**config.mk**
```make
export PLATFORM = sky130hd
export DESIGN_NAME = capture_controller_flat
export DESIGN_NICKNAME = d
export VERILOG_FILES = /design/src/rtl/capture_controller_if.sv /design/src/rtl/capture_controller.sv /design/src/flat_wrapper.sv
export SDC_FILE = /design/constraint.sdc
export NUM_CORES = 1
export LEC_CHECK = 0
export CORE_MARGIN = 2
export CORE_UTILIZATION = 50
export CTS_CLUSTER_DIAMETER = 60
export DETAILED_ROUTE_END_ITERATION = 10
export DONT_BUFFER_PORTS = 1
export GPL_TIMING_DRIVEN = 0
export HOLD_SLACK_MARGIN = 0.1
export MAX_ROUTING_LAYER = met4
export PLACE_DENSITY = 0.68
export SLEW_MARGIN = 30
export SYNTH_ARGS = -nofsm -noshare
export SYNTH_HDL_FRONTEND = slang
export SYNTH_SLANG_ARGS = --single-unit
export TNS_END_PERCENT = 1
```
**constraint.sdc**
```tcl
create_clock -name clk_i -period 2.95 [get_ports clk_i]
set_input_delay 0.59 -clock clk_i [delete_from_list [all_inputs] [get_ports clk_i]]
set_output_delay 0.59 -clock clk_i [all_outputs]
set_load 0.1 [all_outputs]
```
**src/rtl/capture_controller_if.sv**
```systemverilog
// Command, transmitter and per-channel FIFO signals of capture_controller.
// The master modport is the controller's view; slave is its environment.
interface capture_controller_if #(
   parameter int DATA_SIZE = 12,
   parameter int CHANNELS  = 4
);
   localparam int CH_BITS = $clog2(CHANNELS);

   logic [DATA_SIZE-1:0]          rx_data_i;
   logic                          rx_ready_i;
   logic [DATA_SIZE-1:0]          tx_data_o;
   logic [CH_BITS-1:0]            tx_chan_o;
   logic                          tx_write_en_o;
   logic                          tx_busy_i;
   logic [CHANNELS*DATA_SIZE-1:0] fifo_data_i;
   logic [CHANNELS-1:0]           fifo_empty_i;
   logic [CHANNELS-1:0]           fifo_read_en_o;
   logic                          busy_o;

   modport master (
      input  rx_data_i, rx_ready_i, tx_busy_i, fifo_data_i, fifo_empty_i,
      output tx_data_o, tx_chan_o, tx_write_en_o, fifo_read_en_o, busy_o
   );

   modport slave (
      output rx_data_i, rx_ready_i, tx_busy_i, fifo_data_i, fifo_empty_i,
      input  tx_data_o, tx_chan_o, tx_write_en_o, fifo_read_en_o, busy_o
   );
endinterface

```
**src/rtl/capture_controller.sv**
```systemverilog
// Multi-channel capture controller: decodes UART commands and streams samples
// from enabled FIFO channels, round-robin and channel-tagged, to the transmitter.
module capture_controller #(
   parameter int DATA_SIZE = 12,
   parameter int CHANNELS  = 4
) (
   input  logic                 clk_i,
   input  logic                 rst_i,
   capture_controller_if.master bus
);
   localparam int CH_BITS  = $clog2(CHANNELS);
   localparam int ARG_BITS = DATA_SIZE - 4;

   typedef enum logic [2:0] {
      S_IDLE    = 3'd0,
      S_SELECT  = 3'd1,
      S_READ    = 3'd2,
      S_LATCH   = 3'd3,
      S_WAIT_TX = 3'd4
   } state_t;

   state_t                state_q,      state_d;
   logic [CHANNELS-1:0]   mask_q,       mask_d;
   logic [CH_BITS-1:0]    last_q,       last_d;
   logic [ARG_BITS-1:0]   burst_cnt_q,  burst_cnt_d;
   logic                  burst_mode_q, burst_mode_d;
   logic                  stop_pend_q,  stop_pend_d;
   logic [DATA_SIZE-1:0]  tx_data_q,    tx_data_d;
   logic [CH_BITS-1:0]    tx_chan_q,    tx_chan_d;
   logic                  tx_we_q,      tx_we_d;
   logic [CHANNELS-1:0]   rd_en_q,      rd_en_d;
   logic                  busy_q;

   logic [3:0]            opcode_s;
   logic [ARG_BITS-1:0]   arg_s;
   logic                  cmd_send_s;
   logic                  cmd_stop_s;
   logic                  cmd_burst_s;
   logic                  cmd_chan_s;
   logic                  grant_s;
   logic [CH_BITS-1:0]    grant_ch_s;
   logic [CH_BITS-1:0]    scan_ch_s;
   logic [DATA_SIZE-1:0]  fifo_sel_s;

   function automatic logic [CH_BITS-1:0] next_chan(input logic [CH_BITS-1:0] ch);
      if (ch == CH_BITS'(CHANNELS - 1)) begin
         next_chan = '0;
      end else begin
         next_chan = ch + CH_BITS'(1);
      end
   endfunction

   function automatic logic [CHANNELS-1:0] onehot(input logic [CH_BITS-1:0] ch);
      onehot     = '0;
      onehot[ch] = 1'b1;
   endfunction

   assign opcode_s    = bus.rx_data_i[3:0];
   assign arg_s       = bus.rx_data_i[DATA_SIZE-1:4];
   assign cmd_send_s  = bus.rx_ready_i && (opcode_s == 4'h1);
   assign cmd_stop_s  = bus.rx_ready_i && (opcode_s == 4'h2);
   assign cmd_burst_s = bus.rx_ready_i && (opcode_s == 4'h3);
   assign cmd_chan_s  = bus.rx_ready_i && (opcode_s == 4'h4);

   // Round-robin scan starting after the last served channel.
   always_comb begin
      grant_s    = 1'b0;
      grant_ch_s = '0;
      scan_ch_s  = last_q;
      for (int k = 0; k < CHANNELS; k++) begin
         scan_ch_s = next_chan(scan_ch_s);
         if (!grant_s && mask_q[scan_ch_s] && !bus.fifo_empty_i[scan_ch_s]) begin
            grant_s    = 1'b1;
            grant_ch_s = scan_ch_s;
         end else begin
            grant_s    = grant_s;
         end
      end
   end

   // Slice of the FIFO data bus belonging to the channel that was popped.
   always_comb begin
      fifo_sel_s = '0;
      for (int c = 0; c < CHANNELS; c++) begin
         if (last_q == CH_BITS'(c)) begin
            fifo_sel_s = bus.fifo_data_i[c*DATA_SIZE +: DATA_SIZE];
         end else begin
            fifo_sel_s = fifo_sel_s;
         end
      end
   end

   // Next-state logic for the controller FSM and its registered outputs.
   always_comb begin
      state_d      = state_q;
      mask_d       = mask_q;
      last_d       = last_q;
      burst_cnt_d  = burst_cnt_q;
      burst_mode_d = burst_mode_q;
      stop_pend_d  = stop_pend_q;
      tx_data_d    = tx_data_q;
      tx_chan_d    = tx_chan_q;
      tx_we_d      = tx_we_q;
      rd_en_d      = rd_en_q;

      if (cmd_chan_s) begin
         mask_d = arg_s[CHANNELS-1:0];
      end else begin
         mask_d = mask_q;
      end

      case (state_q)
         S_IDLE: begin
            if (cmd_send_s) begin
               state_d      = S_SELECT;
               burst_mode_d = 1'b0;
            end else if (cmd_burst_s && (arg_s != '0)) begin
               state_d      = S_SELECT;
               burst_mode_d = 1'b1;
               burst_cnt_d  = arg_s;
            end else begin
               state_d      = S_IDLE;
            end
         end
         S_SELECT: begin
            if (stop_pend_q || cmd_stop_s) begin
               state_d = S_IDLE;
            end else if (grant_s) begin
               rd_en_d = onehot(grant_ch_s);
               last_d  = grant_ch_s;
               state_d = S_READ;
            end else begin
               state_d = S_SELECT;
            end
         end
         S_READ: begin
            rd_en_d = '0;
            state_d = S_LATCH;
            if (cmd_stop_s) begin
               stop_pend_d = 1'b1;
            end else begin
               stop_pend_d = stop_pend_q;
            end
         end
         S_LATCH: begin
            tx_data_d = fifo_sel_s;
            tx_chan_d = last_q;
            tx_we_d   = 1'b1;
            state_d   = S_WAIT_TX;
            if (burst_mode_q) begin
               burst_cnt_d = burst_cnt_q - ARG_BITS'(1);
            end else begin
               burst_cnt_d = burst_cnt_q;
            end
            if (cmd_stop_s) begin
               stop_pend_d = 1'b1;
            end else begin
               stop_pend_d = stop_pend_q;
            end
         end
         S_WAIT_TX: begin
            tx_we_d = 1'b0;
            if (cmd_stop_s) begin
               stop_pend_d = 1'b1;
            end else begin
               stop_pend_d = stop_pend_q;
            end
            // The write strobe is still high only in the first WAIT_TX cycle,
            // which is when tx_busy_i has not yet had a chance to rise.
            if (!tx_we_q && !bus.tx_busy_i) begin
               if (stop_pend_q || (burst_mode_q && (burst_cnt_q == '0))) begin
                  state_d = S_IDLE;
               end else begin
                  state_d = S_SELECT;
               end
            end else begin
               state_d = S_WAIT_TX;
            end
         end
         default: begin
            state_d = S_IDLE;
            rd_en_d = '0;
            tx_we_d = 1'b0;
         end
      endcase

      if (state_d == S_IDLE) begin
         stop_pend_d = 1'b0;
      end else begin
         stop_pend_d = stop_pend_d;
      end
   end

   // State and output registers with synchronous reset.
   always_ff @(posedge clk_i) begin
      if (rst_i) begin
         state_q      <= S_IDLE;
         mask_q       <= CHANNELS'(1);
         last_q       <= CH_BITS'(CHANNELS - 1);
         burst_cnt_q  <= '0;
         burst_mode_q <= 1'b0;
         stop_pend_q  <= 1'b0;
         tx_data_q    <= '0;
         tx_chan_q    <= '0;
         tx_we_q      <= 1'b0;
         rd_en_q      <= '0;
         busy_q       <= 1'b0;
      end else begin
         state_q      <= state_d;
         mask_q       <= mask_d;
         last_q       <= last_d;
         burst_cnt_q  <= burst_cnt_d;
         burst_mode_q <= burst_mode_d;
         stop_pend_q  <= stop_pend_d;
         tx_data_q    <= tx_data_d;
         tx_chan_q    <= tx_chan_d;
         tx_we_q      <= tx_we_d;
         rd_en_q      <= rd_en_d;
         busy_q       <= (state_d != S_IDLE);
      end
   end

   assign bus.tx_data_o      = tx_data_q;
   assign bus.tx_chan_o      = tx_chan_q;
   assign bus.tx_write_en_o  = tx_we_q;
   assign bus.fifo_read_en_o = rd_en_q;
   assign bus.busy_o         = busy_q;
endmodule

```
**src/flat_wrapper.sv**
```systemverilog
// flat-port wrapper written by rule: the top's interface ports become plain ports
module capture_controller_flat 
#(
   parameter int DATA_SIZE = 12,
   parameter int CHANNELS  = 4
)
  (clk_i, rst_i, bus_rx_data_i, bus_rx_ready_i, bus_tx_busy_i, bus_fifo_data_i, bus_fifo_empty_i, bus_tx_data_o, bus_tx_chan_o, bus_tx_write_en_o, bus_fifo_read_en_o, bus_busy_o);
  capture_controller_if #(.DATA_SIZE(DATA_SIZE), .CHANNELS(CHANNELS)) bus_i ();
  input  logic clk_i;
  input  logic rst_i;
  input wire logic [$bits(bus_i.rx_data_i)-1:0] bus_rx_data_i;
  input wire logic [$bits(bus_i.rx_ready_i)-1:0] bus_rx_ready_i;
  input wire logic [$bits(bus_i.tx_busy_i)-1:0] bus_tx_busy_i;
  input wire logic [$bits(bus_i.fifo_data_i)-1:0] bus_fifo_data_i;
  input wire logic [$bits(bus_i.fifo_empty_i)-1:0] bus_fifo_empty_i;
  output wire logic [$bits(bus_i.tx_data_o)-1:0] bus_tx_data_o;
  output wire logic [$bits(bus_i.tx_chan_o)-1:0] bus_tx_chan_o;
  output wire logic [$bits(bus_i.tx_write_en_o)-1:0] bus_tx_write_en_o;
  output wire logic [$bits(bus_i.fifo_read_en_o)-1:0] bus_fifo_read_en_o;
  output wire logic [$bits(bus_i.busy_o)-1:0] bus_busy_o;
  assign bus_i.rx_data_i = bus_rx_data_i;
  assign bus_i.rx_ready_i = bus_rx_ready_i;
  assign bus_i.tx_busy_i = bus_tx_busy_i;
  assign bus_i.fifo_data_i = bus_fifo_data_i;
  assign bus_i.fifo_empty_i = bus_fifo_empty_i;
  assign bus_tx_data_o = bus_i.tx_data_o;
  assign bus_tx_chan_o = bus_i.tx_chan_o;
  assign bus_tx_write_en_o = bus_i.tx_write_en_o;
  assign bus_fifo_read_en_o = bus_i.fifo_read_en_o;
  assign bus_busy_o = bus_i.busy_o;
  capture_controller #(.DATA_SIZE(DATA_SIZE), .CHANNELS(CHANNELS)) u_core (.clk_i(clk_i), .rst_i(rst_i), .bus(bus_i));
endmodule
```
==> flow_metrics.tcl <==
set metrics [dict create \
    status "completed" \
    final_cells 356 \
    synth_common_cells "a21oi_1, dfxtp_1, nand2_1, nor2_1, o21ai_0" \
    slowest_stage "a2111oi_1" \
    synth_area_leaders "dfxtp_1, a21oi_1, o21ai_0, nand2_1, nor2_1" \
    path_class "reg2reg" \
    antenna_left 0 \
    p_int_mw 0.815 \
    fill_cells 434 \
    setup_tns_ps 0 \
    synthCells 296 \
    syn_to_final_growth_pct 7.72 \
    cts_hold_buf 0 \
    die_x_um 72.1 \
    drt_pass1_iterations 4 \
    cts-root-buf "clkbuf_8" \
    vias 2249 \
    grt_max_degree 14 \
    cts_setup_buffers 0 \
    final_nets 376 \
    drive_above_1_share_pct 7.57 \
    fin_crit_ps 2160 \
    pre_cts_slack_ps 668 \
    port_buffers 0 \
    dp_hpwl_um 4510 \
    fin_skew_ps 8.27 \
    numCtsBuffers 5 \
    cp_cell_sequence "nor2b_1 > nor4_1 > nor3_1 > a2111oi_1 > a2bb2o_1" \
    grt_pass1_wl_um 9670 \
    initial_utilization_pct 52.5 \
    synth_adder_area_share_pct 2.70 \
    p_leak_nw 1.02 \
    critPathMaxFanout 4 \
    synth_top_cell_by_area "dfxtp_1" \
    yosysUniqueCellTypes 51 \
    cts_sinks 39 \
    fin_ws_ps 791 \
    syn_nets 369 \
    avgSynthCellArea_sq_um 7.83 \
    route.detailed.drc 0 \
    synthArstFlopShare_pct 0 \
    tightest_slew_ps 996 \
    ir_worst_vdd_uv 212 \
    synth_compound_area_share_pct 35.0 \
    p_switching_mw 0.270 \
    synth_area_sq_mm 0.00232 \
    track_usage_pct 24.2 \
    clk_pin_slew_ps 80 \
    gp_congestion 0.864 \
    core_area_sq_mm 0.00441 \
    design.die.area_sq_mm 0.00519 \
    placed_cells 348 \
    cts.repair.resized 0 \
    slew_viol_final 0 \
    synth_xor_area_share_pct 0 \
    drv_cap 0 \
    ys.flop_type "dfxtp_1" \
    synth.top_cell.area_share_pct 33.7 \
    timing.slew.headroom_pct 33.5 \
    diodes 0 \
    synth_seq_area_share_pct 33.7 \
    routed_wl_um 5960 \
    cp.required_ps 3190 \
    setup_viol_count_final 0 \
    fmax_ghz 0.463 \
    drt-wirelength-per-cell_um 16.7 \
    synth-simple-area-share_pct 21.9 \
    synth_warnings 0 \
    cts_tree "built" \
    antenna_found_initial 0 \
    r2r_start "u_core.mask_q[3]" \
    seq_power_share_pct 50.7 \
    power_frac_clock_pct 41.3 \
    power_mw 1.09 \
    critPathMaxStageDelay_ps 770 \
    gr-total-overflow 0 \
    switching_share_pct 24.9 \
    cp-end-kind "flop" \
    hold_viol 0 \
    place_area_sq_mm 0.00238 \
    comb_power_share_pct 7.9 \
    rsz0062_at_grt "false" \
    clk-insertion-delay-late_ps 300 \
    ys_seq_elements 39 \
    synth_edf_count 0 \
    synthMuxAreaShare_pct 1.73 \
    design_area_sq_mm 0.00250 \
    fin_crit_sh_pct 73.2 \
    crit_path_start "u_core.mask_q[3]" \
    io_pins 88 \
    viasPerCell 6.32 \
    first_iter_violations 109 \
    grt_pass1_vias 2169 \
    die_height_um 72.1 \
    floorplan.rows 24 \
    pwr_density_cell_mw_per_mm2 435 \
    startpoint_type "flop" \
    crit_arrival_ps 2400 \
    hp-start "bus_rx_data_i[5]" \
    clock_path_buffers 2 \
    hold_path_class "in2reg" \
    synth_top_family_by_area "compound AO/OA/AOI/OAI gates" \
    htree_num_levels 2 \
]
[cell usage in the layout (no fill, tap or decap), drive strengths merged, types with 2 or more instances in the layout]
master / synthesis / layout
a21oi: 39 / 39
dfxtp: 39 / 39
nand2: 31 / 31
nor2: 31 / 31
o21ai: 27 / 27
clkbuf: 14 / 19
a22oi: 15 / 15
o211a: 11 / 11
inv: 7 / 7
nor3: 7 / 7
nor2b: 6 / 6
o211ai: 6 / 6
nand2b: 6 / 6
ha: 5 / 5
buf: 5 / 5
nand3: 4 / 4
mux2i: 4 / 4
nor4: 3 / 3
a31oi: 3 / 3
a22o: 3 / 3
nor3b: 2 / 2
nand4b: 2 / 2
nand4: 2 / 2
a32o: 2 / 2
or4: 2 / 2
a211oi: 2 / 2
a2111oi: 2 / 2
clkinv: 0 / 2
[path summary, 6_finish.rpt]
| check | slack (ps) | cells past startpoint | endpoint |
|---|---|---|---|
| worst max register to register | 790 | 5 | u_core.bus.fifo_read_en_o[2] |
| worst min-delay path | 440 | 2 | u_core.mask_q[1] |
| worst min register to register | 510 | 2 | u_core.burst_cnt_q[6] |
| worst max-delay path | 790 | 5 | u_core.bus.fifo_read_en_o[2] |
[power groups by stage]
stage / Sequential, mW / Clock, mW / Combinational, mW
floorplan: 0.561 / 0 / 0.0675
global placement: 0.562 / 0 / 0.0848
detailed placement: 0.562 / 0 / 0.0855
CTS: 0.550 / 0.460 / 0.0860
global route: 0.551 / 0.485 / 0.0954
finish: 0.550 / 0.449 / 0.0863
[sequential cells by signal, indices dropped and copies added (netlist names), 2 cells and up]
signal	flops
u_core.mask_q	4
u_core.burst_cnt_q	8
u_core.bus.tx_data_o	12
u_core.bus.tx_chan_o	2
u_core.state_q	3
u_core.last_q	2
u_core.bus.fifo_read_en_o	4
[cell families (layout without fill, tap and decap cells)]
group	Yosys count	in the layout
and+or+nand+nor	103	103
adders and majority gates	5	5
AOI/OAI and AO/OA	119	119
buffers and inverters	26	34
DFF	39	39
muxes	4	4
[metrics by stage]
stage	hold slack, ps	util [%]
finish	443	56.5
CTS	434	56.5
global route	446	56.5
detailed placement	487	54.0
global placement	476	54.0
floorplan	455	-
[per-layer routing]
metal / GRT usage (%) / wire length, um
met1: 30.0 / 2640
met2: 38.0 / 2860
met3: 6.81 / 380
met4: 7.97 / 76
met5: - / 0
[final cells by class]
type | count | area [sq um] | share of cell area (%)
multi-input cells | 231 | 1420 | 56.9
flip-flops and latches | 39 | 782 | 31.3
plain buffers | 19 | 88.8 | 3.56
clock buffers | 5 | 68.8 | 2.76
well taps | 52 | 65.1 | 2.61
clock inverters | 3 | 43.8 | 1.75
inverters | 7 | 26.3 | 1.05
[worst max-delay path: cells and delay by family (launching register included)]
kind	cells	cell delay, ps
DFF	1	330
AOI/OAI and AO/OA	2	1020
and+or+nand+nor	3	750
(Power assumes the default switching activity.)
